--- src/rtl/legv8_pkg.sv ---
// Shared LEGv8 fetch definitions: FSM encoding, opcode bounds, helpers.
// Imported by if_fetch_stage and if_skid_buf.
package legv8_pkg;

  typedef enum logic [1:0] {
    IDLE = 2'd0,
    WAIT = 2'd1,
    DROP = 2'd2
  } fetch_state_e;

  localparam int INSTR_BYTES = 4;
  localparam int OPC_MSB = 31;
  localparam int OPC_LSB = 21;
  localparam logic [63:0] RESET_PC_DEF = 64'h0;

  function automatic logic [31:0] sat_add32(
    input logic [31:0] a,
    input logic [1:0]  b
  );
    logic [32:0] s;
    s = {1'b0, a} + 33'(b);
    return s[32] ? 32'hFFFF_FFFF : s[31:0];
  endfunction

endpackage

--- src/rtl/if_skid_buf.sv ---
// Two-entry OUT/SKID buffer of {instr, pc} toward decode.
// Flush drops both entries; SKID refills OUT on consumption.
module if_skid_buf
  import legv8_pkg::*;
#(
  parameter int IW = 32,
  parameter int AW = 64
) (
  input  logic          clk,
  input  logic          reset,
  input  logic          flush_i,
  input  logic          in_valid_i,
  input  logic [IW-1:0] in_instr_i,
  input  logic [AW-1:0] in_pc_i,
  input  logic          out_ready_i,
  output logic          out_valid_o,
  output logic [IW-1:0] out_instr_o,
  output logic [AW-1:0] out_pc_o,
  output logic          skid_valid_o
);

  logic          out_v_q;
  logic          skid_v_q;
  logic [IW-1:0] out_i_q;
  logic [IW-1:0] skid_i_q;
  logic [AW-1:0] out_p_q;
  logic [AW-1:0] skid_p_q;
  logic          pop;

  assign pop = out_v_q && out_ready_i;

  always_ff @(posedge clk) begin
    if (reset) begin
      out_v_q  <= 1'b0;
      skid_v_q <= 1'b0;
      out_i_q  <= '0;
      skid_i_q <= '0;
      out_p_q  <= '0;
      skid_p_q <= '0;
    end else if (flush_i) begin
      out_v_q  <= 1'b0;
      skid_v_q <= 1'b0;
    end else if (skid_v_q) begin
      if (pop) begin
        out_i_q  <= skid_i_q;
        out_p_q  <= skid_p_q;
        skid_v_q <= in_valid_i;
        if (in_valid_i) begin
          skid_i_q <= in_instr_i;
          skid_p_q <= in_pc_i;
        end
      end
    end else if (in_valid_i) begin
      if (!out_v_q || pop) begin
        out_v_q <= 1'b1;
        out_i_q <= in_instr_i;
        out_p_q <= in_pc_i;
      end else begin
        skid_v_q <= 1'b1;
        skid_i_q <= in_instr_i;
        skid_p_q <= in_pc_i;
      end
    end else if (pop) begin
      out_v_q <= 1'b0;
    end
  end

  assign out_valid_o  = out_v_q;
  assign out_instr_o  = out_i_q;
  assign out_pc_o     = out_p_q;
  assign skid_valid_o = skid_v_q;

endmodule

--- src/rtl/if_fetch_stage.sv ---
// LEGv8 instruction fetch: PC, imem req/ack FSM, branch redirect.
// Define IF_FETCH_PERF_CNT_EN to add fetch/flush counters.
module if_fetch_stage
  import legv8_pkg::*;
#(
  parameter int PC_W = 64,
  parameter int INSTR_W = 32,
  parameter logic [PC_W-1:0] RESET_PC = PC_W'(RESET_PC_DEF)
) (
  input  logic                     clk,
  input  logic                     reset,
  output logic                     imem_req,
  output logic [PC_W-1:0]          imem_addr,
  input  logic                     imem_ack,
  input  logic [INSTR_W-1:0]       imem_rdata,
  input  logic                     branch_taken,
  input  logic [PC_W-1:0]          branch_target,
  input  logic                     id_ready,
  output logic                     if_valid,
  output logic [INSTR_W-1:0]       if_instr,
  output logic [PC_W-1:0]          if_pc,
  output logic [OPC_MSB-OPC_LSB:0] if_opcode
`ifdef IF_FETCH_PERF_CNT_EN
  ,
  output logic [31:0]              perf_fetch_cnt,
  output logic [31:0]              perf_flush_cnt
`endif
);

  fetch_state_e     state_q;
  logic [PC_W-1:0]  pc_q;
  logic [PC_W-1:0]  addr_q;
  logic             req_q;
  logic             ack;
  logic             word_v;
  logic             out_v;
  logic             skid_v;
  logic [PC_W-1:0]  tgt;
  logic [INSTR_W-1:0] out_instr;

  assign ack    = imem_ack && req_q;
  assign word_v = ack && (state_q == WAIT) && !branch_taken;
  assign tgt    = branch_target & ~PC_W'(INSTR_BYTES - 1);

  always_ff @(posedge clk) begin
    if (reset) begin
      state_q <= IDLE;
      pc_q    <= RESET_PC;
      addr_q  <= '0;
      req_q   <= 1'b0;
    end else begin
      if (branch_taken) begin
        pc_q <= tgt;
      end else if (word_v) begin
        pc_q <= pc_q + PC_W'(INSTR_BYTES);
      end
      unique case (state_q)
        IDLE: begin
          if (!branch_taken && !skid_v) begin
            req_q   <= 1'b1;
            addr_q  <= pc_q;
            state_q <= WAIT;
          end
        end
        WAIT: begin
          if (ack) begin
            req_q   <= 1'b0;
            state_q <= IDLE;
          end else if (branch_taken) begin
            state_q <= DROP;
          end
        end
        DROP: begin
          // stale word: take the ack, discard it
          if (ack) begin
            req_q   <= 1'b0;
            state_q <= IDLE;
          end
        end
        default: begin
          req_q   <= 1'b0;
          state_q <= IDLE;
        end
      endcase
    end
  end

  if_skid_buf #(
    .IW (INSTR_W),
    .AW (PC_W)
  ) u_buf (
    .clk          (clk),
    .reset        (reset),
    .flush_i      (branch_taken),
    .in_valid_i   (word_v),
    .in_instr_i   (imem_rdata),
    .in_pc_i      (addr_q),
    .out_ready_i  (id_ready),
    .out_valid_o  (out_v),
    .out_instr_o  (out_instr),
    .out_pc_o     (if_pc),
    .skid_valid_o (skid_v)
  );

  assign imem_req  = req_q;
  assign imem_addr = addr_q;
  assign if_valid  = out_v;
  assign if_instr  = out_instr;
  assign if_opcode = out_instr[OPC_MSB:OPC_LSB];

`ifdef IF_FETCH_PERF_CNT_EN
  logic [31:0] fetch_cnt_q;
  logic [31:0] flush_cnt_q;
  logic [1:0]  flush_n;

  // an OUT word taken by decode this cycle is delivered, not flushed
  assign flush_n = 2'(out_v && !id_ready) + 2'(skid_v)
                 + 2'(ack && (state_q == WAIT));

  always_ff @(posedge clk) begin
    if (reset) begin
      fetch_cnt_q <= '0;
      flush_cnt_q <= '0;
    end else begin
      if (word_v) begin
        fetch_cnt_q <= sat_add32(fetch_cnt_q, 2'd1);
      end
      if (branch_taken) begin
        flush_cnt_q <= sat_add32(flush_cnt_q, flush_n);
      end
    end
  end

  assign perf_fetch_cnt = fetch_cnt_q;
  assign perf_flush_cnt = flush_cnt_q;
`endif

endmodule
--- config.mk ---
export PLATFORM = sky130hd
export DESIGN_NAME = if_fetch_stage
export DESIGN_NICKNAME = d
export VERILOG_FILES = /design/src/rtl/legv8_pkg.sv /design/src/rtl/if_skid_buf.sv /design/src/rtl/if_fetch_stage.sv
export SDC_FILE = /design/constraint.sdc
export NUM_CORES = 1
export LEC_CHECK = 0
export ABC_AREA = 1
export BUFFER_PORTS_ARGS = -buffer_cell sky130_fd_sc_hd__buf_4
export CAP_MARGIN = 20
export CORE_ASPECT_RATIO = 0.8
export CORE_UTILIZATION = 30
export CTS_BUF_LIST = sky130_fd_sc_hd__clkbuf_4 sky130_fd_sc_hd__clkbuf_8
export DETAILED_ROUTE_END_ITERATION = 12
export PLACE_DENSITY = 0.45
export SYNTH_ARGS = -nofsm -noshare
export SYNTH_HDL_FRONTEND = slang
export SYNTH_SLANG_ARGS = --single-unit
--- constraint.sdc ---
create_clock -name clk -period 2.3 [get_ports clk]
set_clock_uncertainty 0.05 [all_clocks]
set_input_delay 0.46 -clock clk [delete_from_list [all_inputs] [get_ports clk]]
set_output_delay 0.46 -clock clk [all_outputs]
set_load 0.01 [all_outputs]
=== After elaboration in Yosys (flattened, before gate mapping) ===
Cells that the tools add are included.

* Input port bits: 101
* Bits in registers: 325
* Output and inout port bits: 173
* Word-level logic and storage cells: 80

* Bitwise logic cells: 2
* Equality and inequality tests: 9
* Add/sub/neg operators: 1
* Reductions and logical operators: 22
* Multiplexer cells: 35

{| class="wikitable"
|+ Operator list
! cell !! count
|-
| two-way mux 64 bit || 11
|-
| two-way mux 32 bit || 9
|-
| adder 64 x 3 -> 64 bit, second input constant || 1
|-
| two-way mux 1 bit || 9
|-
| two-way mux 2 bit || 4
|-
| != test 2 bit, second input constant || 4
|-
| AND reduction 4 bit || 2
|-
| nonzero test 2 bit || 4
|-
| one-hot mux 2 bit (3 select lines) || 1
|-
| AND reduction 3 bit || 2
|-
| logical AND 1 bit || 5
|-
| != test 2 x 1 -> 1 bit, second input constant || 2
|-
| AND reduction 2 bit || 2
|-
| OR reduction 2 bit || 2
|-
| logical NOT 1 bit || 3
|-
| != test 3 bit, second input constant || 1
|-
| equality test 2 x 1 -> 1 bit, second input constant || 1
|-
| equality test 2 bit, second input constant || 1
|-
| logical NOT 2 bit || 1
|-
| inverter 1 bit || 2
|-
| one-hot mux 1 bit (2 select lines) || 1
|-
| logical OR 1 bit || 1
|}

=== Depth between registers and ports, before layout ===
Gate-level depths: netlist of run 1.

* Depth after elaboration: 6
* Depth in mapped cells: 12
* Gate-level depth less buffers: 12

=== By module ===
From an unflattened synthesis of run 1, not the netlist that was laid out.

* Cell total of the unflattened synthesis: 2,495
* Area, all modules: 16,097.9 µm²

{| class="wikitable"
|+ By module, submodules not included
! module !! area each (µm²) !! times used !! cells an instance !! sequential area each (µm²)
|-
| if_skid_buf || 9,071.2 || 1 || 1,378 || 3,883.7
|-
| if_fetch_stage || 7,026.7 || 1 || 1,117 || 2,542.4
|}

=== Worst setup path before layout of run 1 ===
Ideal clock, no wire load.

* Kind: reg2reg
* Start point: register pc_q[2]
* End point: register pc_q[34]
* Path buffers: 0
* Path slack: 0.522 ns
* Cell stages (with the launch flop): 11
* Period minus slack after synthesis: 1.778 ns
* Arrival time: 1.600 ns
* Cells stage by stage: dfxtp_1 ha_1 inv_1 nor2_2 nand2_2 nor2_4 nand2_1 nor2_1 nand3_1 a31oi_1 nor2_1

* Word-level cells in the longest chain between the ends: 3

{| class="wikitable"
|+ RTL lines
! what !! RTL line !! text
|-
| start, declared || if_fetch_stage.sv:31 || <nowiki>logic [PC_W-1:0] pc_q;</nowiki>
|-
| start signal, assigned || if_fetch_stage.sv:53 || <nowiki>pc_q <= tgt;</nowiki>
|-
| start signal, assigned || if_fetch_stage.sv:55 || <nowiki>pc_q <= pc_q + PC_W'(INSTR_BYTES);</nowiki>
|-
| adder 64 x 3 -> 64 bit || if_fetch_stage.sv:55 ||
|-
| two-way mux 64 bit || if_fetch_stage.sv:54 || <nowiki>end else if (word_v) begin</nowiki>
|-
| two-way mux 64 bit || if_fetch_stage.sv:52 || <nowiki>if (branch_taken) begin</nowiki>
|}

No other way between the ends. The select of a mux whose other input is x is not followed.
A chain may end at the register's enable or synchronous reset.

=== Worst setup path in the final report of run 1 ===
Ends and elaborated chain as after synthesis.

==> flow_summary.yaml, run 1 <==
run_status:
  run_status: "complete, but fails checks"
  violations: "design-rule violations"
worst_setup_path:
  crit_family: "simple AND/OR/NAND/NOR gates"
  required_ps: 2760
  cp.arrival_ps: 2570
  crit_top_cell: "nor2_1"
  critPathKind: "reg -> reg"
  slowest_stage: "dfxtp_1"
  cp-start-kind: "flip-flop"
  worst_setup_path_end_kind: "flip-flop"
  worst-path-buf-inv: 1
  cp_max_fo: 8
  worstPathCellList: "ha_1, inv_1, nor2_2, nand2_2, nor2_4, nand2_1, nor2_1, nand3_1, a31oi_1, nor2_1"
  critPathMaxStageDelay_ps: 440
pwr:
  p_clk_frac: 0.400
  powerDensity_mw_per_mm2: 777
  seq_power_share: 0.434
  p_comb_frac: 0.166
  ir_worst_vdd_mv: 0.358
  p_sw_frac: 0.292
  p_sw_mw: 4.19
  power.total_mw: 14.4
  p_int_mw: 10.2
  p_leak_nw: 7.00
cells_and_area:
  seq_area_sq_mm: 0.00635
  nNetsFinal: 2462
  areaGrowthSynthToFinish_pct: 25.7
  num-fill-cells: 5093
  drive_gt1_frac: 0.177
  diodes: 0
  multi_input_area_sq_mm: 0.00676
global_route:
  antenna_found_initial: 0
  grt_max_degree: 109
  grt-ovfl-total: 0
  grt_pass1_vias: 13800
  grt_pass1_wl_mm: 78.3
  grt_use_total: 0.200
synthesis:
  synthArstFlopShare: 0
  yosys.area.top_type: "dfxtp_1"
  avgSynthCellArea_sq_um: 6.85
  synth_top_family_by_area: "compound AO/OA/AOI/OAI gates"
  ys.flop_type: "dfxtp_1"
  yosys.area_share.simple: 0.217
  synth_area_leaders: "dfxtp_1 43%, nand2_1 12%, a21oi_1 10%"
  synth_compound_area_frac: 0.218
  synth.most_common_cell: "nand2_1"
  yosysWarnings: 0
  netlist_area_sq_mm: 0.0147
  synthTopCellsByCount: "471 x nand2_1, 317 x dfxtp_1, 294 x a21oi_1, 290 x o21ai_0, 237 x inv_1"
  synth.top_cell.area_share: 0.431
  synth.area.mux_share: 0
  synth-seq-area-share: 0.431
  synth_xor_area_frac: 0.0179
  synth-edff-count: 0
  synth_cell_types: 36
  synthAdderAreaFrac: 0.00425
  syn_inst: 2146
  ys_seq_elements: 317
clocking:
  post_cts_resized: 0
  clk_pin_slew_worst_paths_ps: 70
  clkLatencyLatePin_ps: 650
  postCtsSetupRepairBufs: 0
  cts_made_buffers: 54
  cts_tree: "done"
  cts_max_path_buffers: 3
  htree_levels: 2
  clock-sinks: 317
  cts_root_buffer: "clkbuf_8"
timing:
  grt_setup_unrepaired: "no"
  final_max_slew_viol_count: 0
  fmax_mhz: 475
  min_period_ps: 2100
  slew_headroom: 0.591
  fin_crit_sh: 0.915
  worst_pin_slew_ps: 613
  setup_tns_ps: 0
  hold_viol: 0
  finalSetupViolCount: 0
route:
  first_iter_violations: 821
  wl_per_cell_um: 16.7
  antenna_left: 0
  vias_per_cell: 4.77
  num_vias: 14400
  post-route-drc-count: 1
  drt_wl_total_mm: 50.4
  dr.pass1.iters: 9
placement:
  gp_congestion: 0.916
  dpl.hpwl_mm: 34.6
  numPortBuffers: 267
floorplanning:
  rows: 72
  core_area_sq_mm: 0.0484
  ios: 274
  initial_core_util: 0.304
  die_h_um: 200
  die_w_um: 250
  die_area_sq_mm: 0.0499
worst_hold_path:
  min_path_type: "in -> reg"
run:
  drv_cap: 0
[final cells by class]
type                    instances  share of cell area
repair buffers                303               0.134
clock inverters                 5             0.00541
inverters                     240              0.0490
flip-flops and latches        317               0.343
multi-input cells            1440               0.366
clock buffers                  89              0.0598
well taps                     629              0.0426
[logic make-up (layout without fill, tap and decap cells)]
logic type / count (synthesis) / count (layout)
compound gates: 625 / 625
xor+xnor: 30 / 30
fa+ha+maj: 5 / 5
buf+inv: 392 / 637
flops: 317 / 317
other cells: 1 / 4
simple gates: 776 / 776
[flip-flops by register name (all words and copies together) (netlist names)]
signal and count:
u_buf.out_valid_o 1, state_q 2, u_buf.skid_p_q 62, imem_addr 62, u_buf.out_pc_o 62, imem_req 1
u_buf.skid_i_q 32, u_buf.skid_valid_o 1, pc_q 62, u_buf.out_instr_o 32
[power groups by stage]
stage	Sequential [mW]	Combinational (mW)	Clock, mW
floorplan	6.38	1.17	0
global route	6.28	2.68	6.16
finish	6.23	2.38	5.75
detailed placement	6.34	2.42	0
global placement	6.34	2.39	0
CTS	6.23	2.43	5.94
[cell usage in the layout, fill, tap and decap left out, types with 8 or more instances in the layout]
cell type	count
nand2_1	469
dfxtp_1	316
a21oi_1	294
o21ai_0	290
buf_4	286
inv_1	234
nand3_1	140
nor2_1	133
clkbuf_8	70
a31oi_1	27
clkbuf_4	19
buf_12	16
xor2_1	15
xnor2_1	15
nor2_2	8
[worst paths after layout]
kind                                    startpoint                  to  slack (ps)  depth (start not counted)
worst min-delay path                imem_rdata[28]  u_buf.skid_i_q[28]          60                          3
worst max-delay path                       pc_q[2]            pc_q[34]         200                         10
worst min register to register  u_buf.skid_p_q[40]  u_buf.skid_p_q[40]         390                          2
worst max register to register             pc_q[2]            pc_q[34]         200                         10
[repair_timing]
action | in CTS | in global routing
hold buffers | 1 | 0
endpoints found under the setup margin | 0 | 1
endpoints found under the hold margin | 1 | 0
[worst reg2reg max path, delay by kind of cell, from the launching register on]
family,cells,cell delay [ps]
flops,1,440
fa+ha+maj,1,250
compound gates,1,140
buf+inv,1,100
simple gates,7,1000
[metal layers]
metal | vias to the layer above | share of wire | track usage
met5 | - | 0 | 0
met4 | 0 | 0.027 | 0.0745
met3 | 79 | 0.048 | 0.0364
met2 | 318 | 0.43 | 0.304
met1 | 6647 | 0.50 | 0.280
li1 | 7369 | - | -
[metrics by stage]
stage / std cells / hold WS, ps / utilization / area (sq um) / setup WS, ps
CTS: 3023 / 0.756 / 0.382 / 18500 / 191
global route: 3023 / 19.0 / 0.382 / 18500 / 14.4
finish: 3023 / 61.0 / 0.382 / 18500 / 196
floorplan: 2149 / 374 / - / 14700 / 522
global placement: 2928 / 381 / 0.357 / 17300 / 252
detailed placement: 2928 / 385 / 0.357 / 17300 / 207
Note: power is estimated with default switching activity, not from simulation.
==> run 2: changes to the inputs <==
==> constraint.sdc (replaced) <==
create_clock -name clk -period 2.3 [get_ports clk]
set_clock_uncertainty 0.05 [all_clocks]
set_input_delay 0.23 -clock clk [delete_from_list [all_inputs] [get_ports clk]]
set_output_delay 0.23 -clock clk [all_outputs]
set_load 0.01 [all_outputs]
==> run 2 against run 1 <==
Compared with the run above: the run now ends clean; cell area is 4.9% higher; setup slack better by 39 ps; first-iteration DRC count is 10% lower; combinational power is 6% higher; final cell count is 3.3% higher; global-route usage rose by 0.17 points; sequential share of layout area shrank 1.6 points; largest cell class unchanged; clock power is 2% lower; core utilization up 1.9 points; total power rose by 0.21%; sequential power about the same.
==> flow_summary.yaml, run 2 (synthesis gave the netlist of run 1 again) <==
placement:
  dpl.hpwl_mm: 35.3
  gp_congestion: 0.934
  numPortBuffers: 267
  dpl.cell_count: 2930
  place_area_sq_mm: 0.0173
clocking:
  clk_pin_slew_worst_paths_ps: 80
  cts_tree: "done"
  post_cts_resized: 0
  cts_max_path_buffers: 3
  cts_made_buffers: 56
  htree_levels: 2
  clock-sinks: 317
  clkLatencyLatePin_ps: 660
  cts_root_buffer: "clkbuf_8"
  postCtsSetupRepairBufs: 0
worst_setup_path:
  regToRegStartpoint: "pc_q[3]"
  worstPathCellList: "ha_1, inv_1, nor2_2, nand2_2, nor2_4, nand3_1, xor2_1, a21oi_1, nor2_1"
  worst-path-buf-inv: 1
  reg2reg_slack_ps: 230
  required_ps: 2770
  critPathMaxStageDelay_ps: 410
  rr_endpoint: "pc_q[50]"
  cp.arrival_ps: 2530
  cp.depth: 9
  critPathCapture: "pc_q[50]"
  reg2reg_depth: 9
  critPathKind: "reg -> reg"
  worst_setup_path_end_kind: "flip-flop"
  worstSetupStartpoint: "pc_q[3]"
  crit_family: "simple AND/OR/NAND/NOR gates"
  slowest_stage: "dfxtp_1"
  cp_max_fo: 8
  cp-start-kind: "flip-flop"
timing:
  final_max_slew_viol_count: 0
  slew_headroom: 0.590
  worst_pin_slew_ps: 614
  finalSetupViolCount: 0
  min_period_ps: 2070
  fin_crit_sh: 0.898
  grt_setup_unrepaired: "no"
  hold_viol: 0
  setup_tns_ps: 0
  fmax_mhz: 484
cells_and_area:
  areaGrowthSynthToFinish_pct: 31.9
  stdcell_area_sq_mm: 0.0194
  diodes: 0
  layout_commonest_cell: "nand2_1"
  final_cell_mix: "469 x nand2_1, 316 x dfxtp_1, 294 x a21oi_1, 291 x buf_4, 290 x o21ai_0"
  fin_util: 0.401
  drive_gt1_frac: 0.171
  instances_no_fill: 3123
  nNetsFinal: 2563
floorplanning:
  ios: 274
  die_w_um: 250
  die_h_um: 200
  die_area_sq_mm: 0.0499
  core_area_sq_mm: 0.0484
  initial_core_util: 0.304
  rows: 72
pwr:
  ir_worst_vdd_mv: 0.349
  power.total_mw: 14.4
  p_leak_nw: 7.39
  powerDensity_mw_per_mm2: 742
global_route:
  grt_use_total: 0.201
  grt_max_degree: 105
  grt_pass1_vias: 14200
  grt_pass1_wl_mm: 79.5
  grt-ovfl-total: 0
  antenna_found_initial: 1
route:
  num_vias: 14900
  dr.pass1.iters: 8
  post-route-drc-count: 0
  first_iter_violations: 738
  antenna_left: 0
  vias_per_cell: 4.78
  wl_per_cell_um: 16.4
  drt_wl_total_mm: 51.3
run_status:
  run_status: "finished, final reports clean"
worst_hold_path:
  min_path_type: "in -> reg"
run:
  drv_cap: 0
-- run 2: changes by cell type in the layout (fill, tap and decap cells not counted) --
cell	change
clkinvlp_4	+1
buf_12	-3
clkinv_2	+8
clkbuf_8	-5
clkbuf_4	-3
buf_4	+5
dlygate4sd3_1	+97
-- run 2: how the worst min path moves through the flow --
| stage | from | to | slack, ps | cells past startpoint |
|---|---|---|---|---|
| final | branch_target[11] | pc_q[11] | 380 | 4 |
| after global routing | branch_target[20] | pc_q[20] | 360 | 4 |
| after CTS | imem_rdata[22] | u_buf.skid_i_q[22] | 330 | 4 |
| after detailed placement | u_buf.skid_p_q[2] | u_buf.skid_p_q[2] | 380 | 2 |
| after global placement | u_buf.skid_p_q[56] | u_buf.skid_p_q[56] | 380 | 2 |
| after floorplan | branch_target[3] | pc_q[3] | 340 | 2 |
-- run 2: worst reg2reg max path, delay by kind of cell, from the launching register on --
family | cells | cell delay, ps
AOI/OAI and AO/OA | 1 | 130
DFF | 1 | 410
buffers and inverters | 1 | 90
and+or+nand+nor | 5 | 840
xor gates and xnor gates | 1 | 200
adders and majority gates | 1 | 230
-- run 2: metal layers --
layer | track usage | wire length, um | vias to the layer above
met5 | 0 | 8 | -
met3 | 0.0350 | 2630 | 89
met4 | 0.0766 | 1410 | 2
met1 | 0.280 | 25000 | 6928
met2 | 0.311 | 22200 | 343
li1 | - | - | 7571
-- run 2: timing repair --
item | 4_1_cts | 5_1_grt
hold buffers | 98 | 0
endpoints found under the hold margin | 133 | 0
setup endpoints to repair | 0 | 1
-- run 2: through the flow --
| stage | hold slack (ps) | setup slack [ps] |
|---|---|---|
| floorplan | 343 | 522 |
| global placement | 380 | 294 |
| detailed placement | 385 | 265 |
| CTS | 328 | 243 |
| global route | 362 | 1.93 |
| finish | 375 | 235 |
-- run 2: cell type report --
class | instances | area (sq um)
fill | 5073 | 29000
multi-input combinational | 1440 | 6760
sequential | 317 | 6350
timing repair buffer | 402 | 3430
clock buffer | 81 | 1010
inverter | 240 | 906
tap | 629 | 787
clock inverter | 14 | 148
-- run 2: report_power, final --
group	total, mW	internal (mW)	switching, mW
logic	2.53	1.07	1.46
registers	6.23	5.88	0.351
clock network	5.64	3.15	2.49
